==> src/rtl/clock_set_controller.sv <==
// Alarm-clock sequencing controller: arbitrates 1 Hz carries, user increments
// and mode selection into one-cycle increment enables for the counter bank.
module clock_set_controller #(
    parameter int REPEAT_DELAY = 2
) (
    input  logic       clk,
    input  logic       reset,
    input  logic       tick_1hz,
    input  logic       btn_mode,
    input  logic       btn_inc,
    input  logic       sec_max,
    input  logic       min_max,
    output logic [2:0] mode,
    output logic       inc_sec,
    output logic       inc_min,
    output logic       inc_hour,
    output logic       inc_amin,
    output logic       inc_ahour,
    output logic       clr_sec,
    output logic       blink
);

    typedef enum logic [2:0] {
        RUN      = 3'd0,
        SET_HR   = 3'd1,
        SET_MIN  = 3'd2,
        SET_AHR  = 3'd3,
        SET_AMIN = 3'd4
    } state_e;

    localparam logic [3:0] REP_MAX = 4'(REPEAT_DELAY);

    state_e     state_q, state_d;
    logic       btn_mode_q, btn_inc_q;
    logic [3:0] rep_cnt_q, rep_cnt_d;
    logic       inc_sec_q, inc_sec_d;
    logic       inc_min_q, inc_min_d;
    logic       inc_hour_q, inc_hour_d;
    logic       inc_amin_q, inc_amin_d;
    logic       inc_ahour_q, inc_ahour_d;
    logic       clr_sec_q, clr_sec_d;
    logic       blink_q, blink_d;

    logic rise_mode, rise_inc;
    logic set_state, keeps_time;
    logic rep_hit, auto_fire, user_inc;
    logic carry_min, carry_hour;

    always_comb begin
        rise_mode  = btn_mode & ~btn_mode_q;
        rise_inc   = btn_inc & ~btn_inc_q;
        set_state  = (state_q != RUN);
        keeps_time = (state_q == RUN) || (state_q == SET_AHR) ||
                     (state_q == SET_AMIN);
        rep_hit    = (rep_cnt_q == REP_MAX);
        auto_fire  = set_state & tick_1hz & btn_inc & rep_hit;
        // A mode press in the same cycle swallows any user increment.
        user_inc   = set_state & ~rise_mode & (rise_inc | auto_fire);
        carry_min  = keeps_time & tick_1hz & sec_max;
        carry_hour = carry_min & min_max;

        state_d = state_q;
        if (rise_mode) begin
            unique case (state_q)
                RUN:      state_d = SET_HR;
                SET_HR:   state_d = SET_MIN;
                SET_MIN:  state_d = SET_AHR;
                SET_AHR:  state_d = SET_AMIN;
                default:  state_d = RUN;
            endcase
        end

        rep_cnt_d = rep_cnt_q;
        if (!set_state || rise_mode || rise_inc || !btn_inc) begin
            rep_cnt_d = 4'd0;
        end else if (tick_1hz && !rep_hit) begin
            rep_cnt_d = rep_cnt_q + 4'd1;
        end

        inc_sec_d   = keeps_time & tick_1hz;
        inc_min_d   = carry_min | (user_inc & (state_q == SET_MIN));
        inc_hour_d  = carry_hour | (user_inc & (state_q == SET_HR));
        inc_amin_d  = user_inc & (state_q == SET_AMIN);
        inc_ahour_d = user_inc & (state_q == SET_AHR);
        clr_sec_d   = rise_mode & (state_q == RUN);

        blink_d = blink_q;
        if (state_d == RUN) begin
            blink_d = 1'b0;
        end else if (rise_mode || user_inc) begin
            blink_d = 1'b1;
        end else if (tick_1hz) begin
            blink_d = ~blink_q;
        end
    end

    always_ff @(posedge clk or posedge reset) begin
        if (reset) begin
            state_q     <= RUN;
            btn_mode_q  <= 1'b1;
            btn_inc_q   <= 1'b1;
            rep_cnt_q   <= 4'd0;
            inc_sec_q   <= 1'b0;
            inc_min_q   <= 1'b0;
            inc_hour_q  <= 1'b0;
            inc_amin_q  <= 1'b0;
            inc_ahour_q <= 1'b0;
            clr_sec_q   <= 1'b0;
            blink_q     <= 1'b0;
        end else begin
            state_q     <= state_d;
            btn_mode_q  <= btn_mode;
            btn_inc_q   <= btn_inc;
            rep_cnt_q   <= rep_cnt_d;
            inc_sec_q   <= inc_sec_d;
            inc_min_q   <= inc_min_d;
            inc_hour_q  <= inc_hour_d;
            inc_amin_q  <= inc_amin_d;
            inc_ahour_q <= inc_ahour_d;
            clr_sec_q   <= clr_sec_d;
            blink_q     <= blink_d;
        end
    end

    assign mode      = state_q;
    assign inc_sec   = inc_sec_q;
    assign inc_min   = inc_min_q;
    assign inc_hour  = inc_hour_q;
    assign inc_amin  = inc_amin_q;
    assign inc_ahour = inc_ahour_q;
    assign clr_sec   = clr_sec_q;
    assign blink     = blink_q;

endmodule

==> config.mk <==
export PLATFORM = sky130hd
export DESIGN_NAME = clock_set_controller
export DESIGN_NICKNAME = d
export VERILOG_FILES = /design/src/rtl/clock_set_controller.sv
export SDC_FILE = /design/constraint.sdc
export NUM_CORES = 1
export LEC_CHECK = 0
export ABC_CLOCK_PERIOD_IN_PS = 2900
export BUFFER_PORTS_ARGS = -buffer_cell sky130_fd_sc_hd__buf_2
export CAP_MARGIN = 5
export CORE_AREA = 2 2 43 45
export CTS_CLUSTER_SIZE = 16
export DETAILED_ROUTE_END_ITERATION = 6
export DIE_AREA = 0 0 45 47
export GPL_TIMING_DRIVEN = 0
export PLACE_DENSITY = 0.71
export SYNTH_ARGS = -nofsm -noshare
export SYNTH_HDL_FRONTEND = slang
export SYNTH_SLANG_ARGS = --single-unit
==> constraint.sdc <==
create_clock -name clk -period 2.9 [get_ports clk]
set_input_delay 0.58 -clock clk [delete_from_list [all_inputs] [get_ports clk]]
set_output_delay 0.58 -clock clk [all_outputs]
set_load 0.005 [all_outputs]
* Yosys cells after proc, flatten, opt, wreduce, memory -nomap -nowiden
Cells that the tools add are included.
** Word-level totals
- Bits in registers :: 16
- Input port bits :: 7
- Output and inout port bits :: 10
- Word-level logic and storage cells :: 61
** Cells by class
- Add/sub/neg operators :: 1
- Equal/unequal tests :: 5
- Mux-type cells :: 7
- Bitwise logic cells :: 22
- Reductions and logical operators :: 15
** Operators with widths (number)
- $and 1x1->1 :: 15
- $pmux 3 s4 :: 1
- $mux 4 :: 2
- $eq 3x2->1 const B :: 2
- $logic_not 3->1 :: 2
- $logic_or 1x1->1 :: 6
- $reduce_bool 3->1 :: 2
- $add 4x1->4 const B :: 1
- $eq 4x2->1 const B :: 1
- $not 1->1 :: 4
- $eq 3x1->1 const B :: 1
- $eq 3x3->1 const B :: 1
- $logic_not 1->1 :: 3
- $mux 1 :: 3
- $mux 3 :: 1
- $or 1x1->1 :: 3
- $reduce_bool 2->1 :: 1
- $logic_and 1x1->1 :: 1

* Longest topological paths before layout
- Word-level depth :: 9
- Depth in mapped cells :: 5
- Mapped depth without buffers :: 5

* Worst setup path before layout
No wires, ideal clock.
- Path kind :: register to register
- Start point :: register rep_cnt_q[0]
- End point :: register rep_cnt_q[2]
- Setup time :: 0.078 ns
- Data arrival time :: 1.189 ns
- Data required time :: 2.822 ns
- Setup slack :: 1.633 ns
- Cell stages (with the launch flop) :: 6
- Buffers on the path :: 0
- Period minus slack after synthesis :: 1.267 ns
- Path through :: dfrtp_1 -> inv_1 -> ha_1 -> nor3b_4 -> or3_1 -> a21oi_1
** On the way
- Longest elaborated chain between the ends :: 4
- Elaborated cells between the ends (all ways) :: 7
- Classes of those cells :: add/sub: 1; eq/ne: 1; mux: 2; reduce/logical: 3
** RTL lines
- from (decl) :: line 35 : logic [3:0] rep_cnt_q, rep_cnt_d;
- from (signal assigned) :: line 114 : rep_cnt_q <= rep_cnt_d;
- parallel branches: the longest is 4 deep, another holds $add 4x1->4
Several ways; the timed one is not identified. The select of a mux whose other input is x is not followed.
A chain may end at the register's enable or synchronous reset.

* Final worst setup path
- Start point :: register state_q[2] (netlist: mode[2])
- End point :: output port mode[2]
** RTL lines
- from (decl) :: line 33 : state_e state_q, state_d;
- from (signal assigned) :: line 111 : state_q <= state_d;
- to (decl) :: line 13 : output logic [2:0] mode,
No word-level cell between the ends.

==> impl_metrics.py <==
metrics = {
    "detailed_routing": {
        "wl_per_cell_um": 11.9,
        "dr.first_iter.drc_count": 8,
        "avgViaCountPerCell": 5.20,
        "drcViolationCount": 0,
        "drt_first_pass_iters": 2,
        "wl_um": 1320,
        "postRouteAntennaNets": 0,
        "vias": 577,
    },
    "synthesis": {
        "synth.area.mux_share_pct": 0,
        "synth.net_count": 84,
        "synth_compound_gate_area_share_pct": 11.2,
        "synth_simple_gate_area_share_pct": 27.2,
        "synthFlopType": "dfrtp_1",
        "yosysUniqueCellTypes": 29,
        "ys_ff_latch": 16,
        "ys_warn_count": 0,
        "synthTopCellsByArea": "dfrtp_1, dfstp_2, nor2_1",
        "synthDominantCellAreaShare_pct": 45.3,
        "synth_edf_count": 0,
        "yosysSeqAreaShare_pct": 52.1,
        "async_flop_share_pct": 100,
        "synthAdderAreaFrac_pct": 3.24,
        "syn_area_per_cell_sq_um": 10.3,
        "synth_xor_area_share_pct": 2.27,
        "postSynthCellCount": 75,
        "synth_top_family_by_area": "simple AND/OR/NAND/NOR gates",
        "synth.largest_area_cell": "dfrtp_1",
        "synth_area_sq_um": 773,
    },
    "worst_setup_path": {
        "crit_chain": "buf_2",
        "cp.depth": 1,
        "rr_endpoint": "blink$_DFFE_PP0P_",
        "path_max_fanout": 10,
        "cp-end-kind": "output pin",
        "r2r_cells": 5,
        "worstPathRequired_ns": 2.32,
        "path_delay_family": "flip-flops",
        "path_class": "reg2out",
        "worstReg2RegStart": "rep_cnt_q[0]$_DFFE_PP0P_",
        "worstSetupStartpointType": "flip-flop",
        "crit_buf_inv": 1,
        "cp_slowest_cell": "dfrtp_1",
        "reg2reg_slack_ns": 1.51,
        "critical-path-max-stage-delay_ns": 0.51,
        "crit_arrival_ns": 0.97,
    },
    "timing": {
        "fmax_mhz": 644,
        "rsz0062_at_grt": "no",
        "worst_slew_pin_slew_ns": 0.587,
        "setup_violations": 0,
        "final.setup.tns_ns": 0,
        "fin_worst_skew_ns": 0.00224,
        "post-route-min-period_ns": 1.55,
        "final-max-slew-violation-count": 0,
        "hold_viol_final": 0,
        "post-route-period-util_pct": 53.5,
        "slew-limit-headroom_pct": 60.8,
    },
    "finish": {
        "num_antenna_cells": 0,
        "n_fill_cell": 158,
        "area_growth_pct": 17.2,
        "multi_input_area_sq_um": 339,
        "finalNetCount": 104,
        "regArea_sq_um": 403,
        "drive_above_1_share_pct": 30.9,
        "final_util_pct": 54.8,
    },
    "grt": {
        "grt_pass1_wl_um": 2190,
        "grtUsageMet1_pct": 19.3,
        "use_met2_pct": 21.7,
        "top_usage_layer": "met2",
        "grt_max_degree": 17,
        "antenna_found_initial": 0,
        "grt_pass1_vias": 491,
        "overflow": 0,
        "grt.total_usage_pct": 14.7,
        "gr-usage-met3_pct": 3.85,
    },
    "clock_tree": {
        "cts_setup_buffers": 0,
        "cts_resized": 0,
        "htree_levels": 1,
        "clock-sinks": 16,
        "cts.path.max_buffers": 2,
        "path_clk_slew_ns": 0.09,
        "clock_latency_ns": 0.29,
        "root_buffer": "clkbuf_4",
        "cts_tree": "built",
        "cts_inserted_buffers": 3,
        "cts-hold-fix-buffers": 0,
    },
    "pwr": {
        "p_sw_uw": 199,
        "p_comb_share_pct": 26.6,
        "clkPwrFrac_pct": 23.7,
        "leakage_nw": 0.436,
        "intPower_uw": 424,
        "p_total_uw": 623,
        "seq_power_share_pct": 49.6,
        "p_sw_share_pct": 31.9,
        "irDropWorstVdd_mv": 0.321,
        "p_per_area_nw_per_um2": 688,
    },
    "die": {
        "num_io_pins": 17,
        "die_area_sq_um": 2120,
        "die_x_um": 45,
        "rows": 15,
        "initial_core_util_pct": 46.8,
        "fp.coreArea_sq_um": 1650,
        "die_h_um": 47,
    },
    "outcome": {
        "status": "complete, no violations",
    },
    "flow_run": {
        "max-cap-violations": 0,
    },
    "place": {
        "io_buffers": 15,
        "routabilityCongestion": 0.734,
    },
    "min_path": {
        "hold_class": "in2async",
    },
}
[cells in the final DEF, fill, tap and decap left out, drive strengths merged, types with 2 or more instances in the layout]
cell type	instances
dfstp	2
nor2b	3
nand3	3
nor2	9
nand2	7
inv	4
a21oi	4
nand4	4
ha	2
o21ai	5
buf	17
or3	4
dfrtp	14
xor2	2
clkbuf	4
[registers in the layout, indices dropped and copies added (netlist names)]
signal,flops
btn_inc_q,1
inc_amin,1
inc_ahour,1
inc_min,1
mode,3
blink,1
rep_cnt_q,4
inc_hour,1
btn_mode_q,1
inc_sec,1
clr_sec,1
[cells in the mapped netlist, types with 2 or more instances]
cell type	number
a21oi_1	4
dfrtp_1	14
dfstp_2	2
ha_1	2
inv_1	3
nand2_1	7
nand3_1	3
nand4_1	3
nor2_1	9
nor2b_1	3
o21ai_0	4
or3_1	3
xor2_1	2
[final cells by class]
class | count | area share, %
Inverter | 4 | 1.66
Tap cell | 17 | 2.35
Clock buffer | 4 | 4.01
Timing Repair Buffer | 15 | 8.29
Multi-Input combinational cell | 53 | 37.4
Sequential cell | 16 | 44.5
Buffer | 2 | 1.80
[through the flow]
stage / instances / hold WS [ns] / area, sq um / setup WS (ns)
final: 111 / 0.335 / 906 / 1.35
after global routing: 111 / 0.389 / 906 / 1.28
after CTS: 111 / 0.352 / 906 / 1.34
after detailed placement: 107 / 0.553 / 870 / 1.50
after global placement: 107 / 0.551 / 870 / 1.52
after floorplan: 75 / 0.492 / 773 / 1.63
[logic make-up (layout without fill, tap and decap cells)]
kind of cell / Yosys count / after routing
and+or+nand+nor: 36 / 36
buffers and inverters: 6 / 25
xor gates and xnor gates: 2 / 2
AOI/OAI and AO/OA: 13 / 13
adders and majority gates: 2 / 2
DFF: 16 / 16
[power by group through the flow]
stage	Sequential [mW]	Clock [mW]	Combinational, mW
4_1_cts	0.309	0.152	0.168
3_3_place_gp	0.313	0	0.166
6_report	0.309	0.148	0.166
2_1_floorplan	0.312	0	0.106
3_5_place_dp	0.313	0	0.168
5_1_grt	0.318	0.160	0.190
[how the worst max path moves through the flow]
stage	slack (ns)	startpoint	end
finish	1.35	mode[2]$_DFF_PP0_	mode[2]
global route	1.28	mode[2]$_DFF_PP0_	mode[2]
CTS	1.34	mode[2]$_DFF_PP0_	mode[2]
detailed placement	1.50	btn_mode	blink$_DFFE_PP0P_
global placement	1.52	btn_mode	blink$_DFFE_PP0P_
floorplan	1.63	rep_cnt_q[0]$_DFFE_PP0P_	rep_cnt_q[2]$_DFFE_PP0P_
[layer usage]
metal  part of all wire, %  up-vias
li1                      -      299
met1                    52      260
met2                    41       16
met3                   5.3        2
met4                   1.7        0
met5                     0        -
Note: power is estimated with default switching activity, not from simulation.
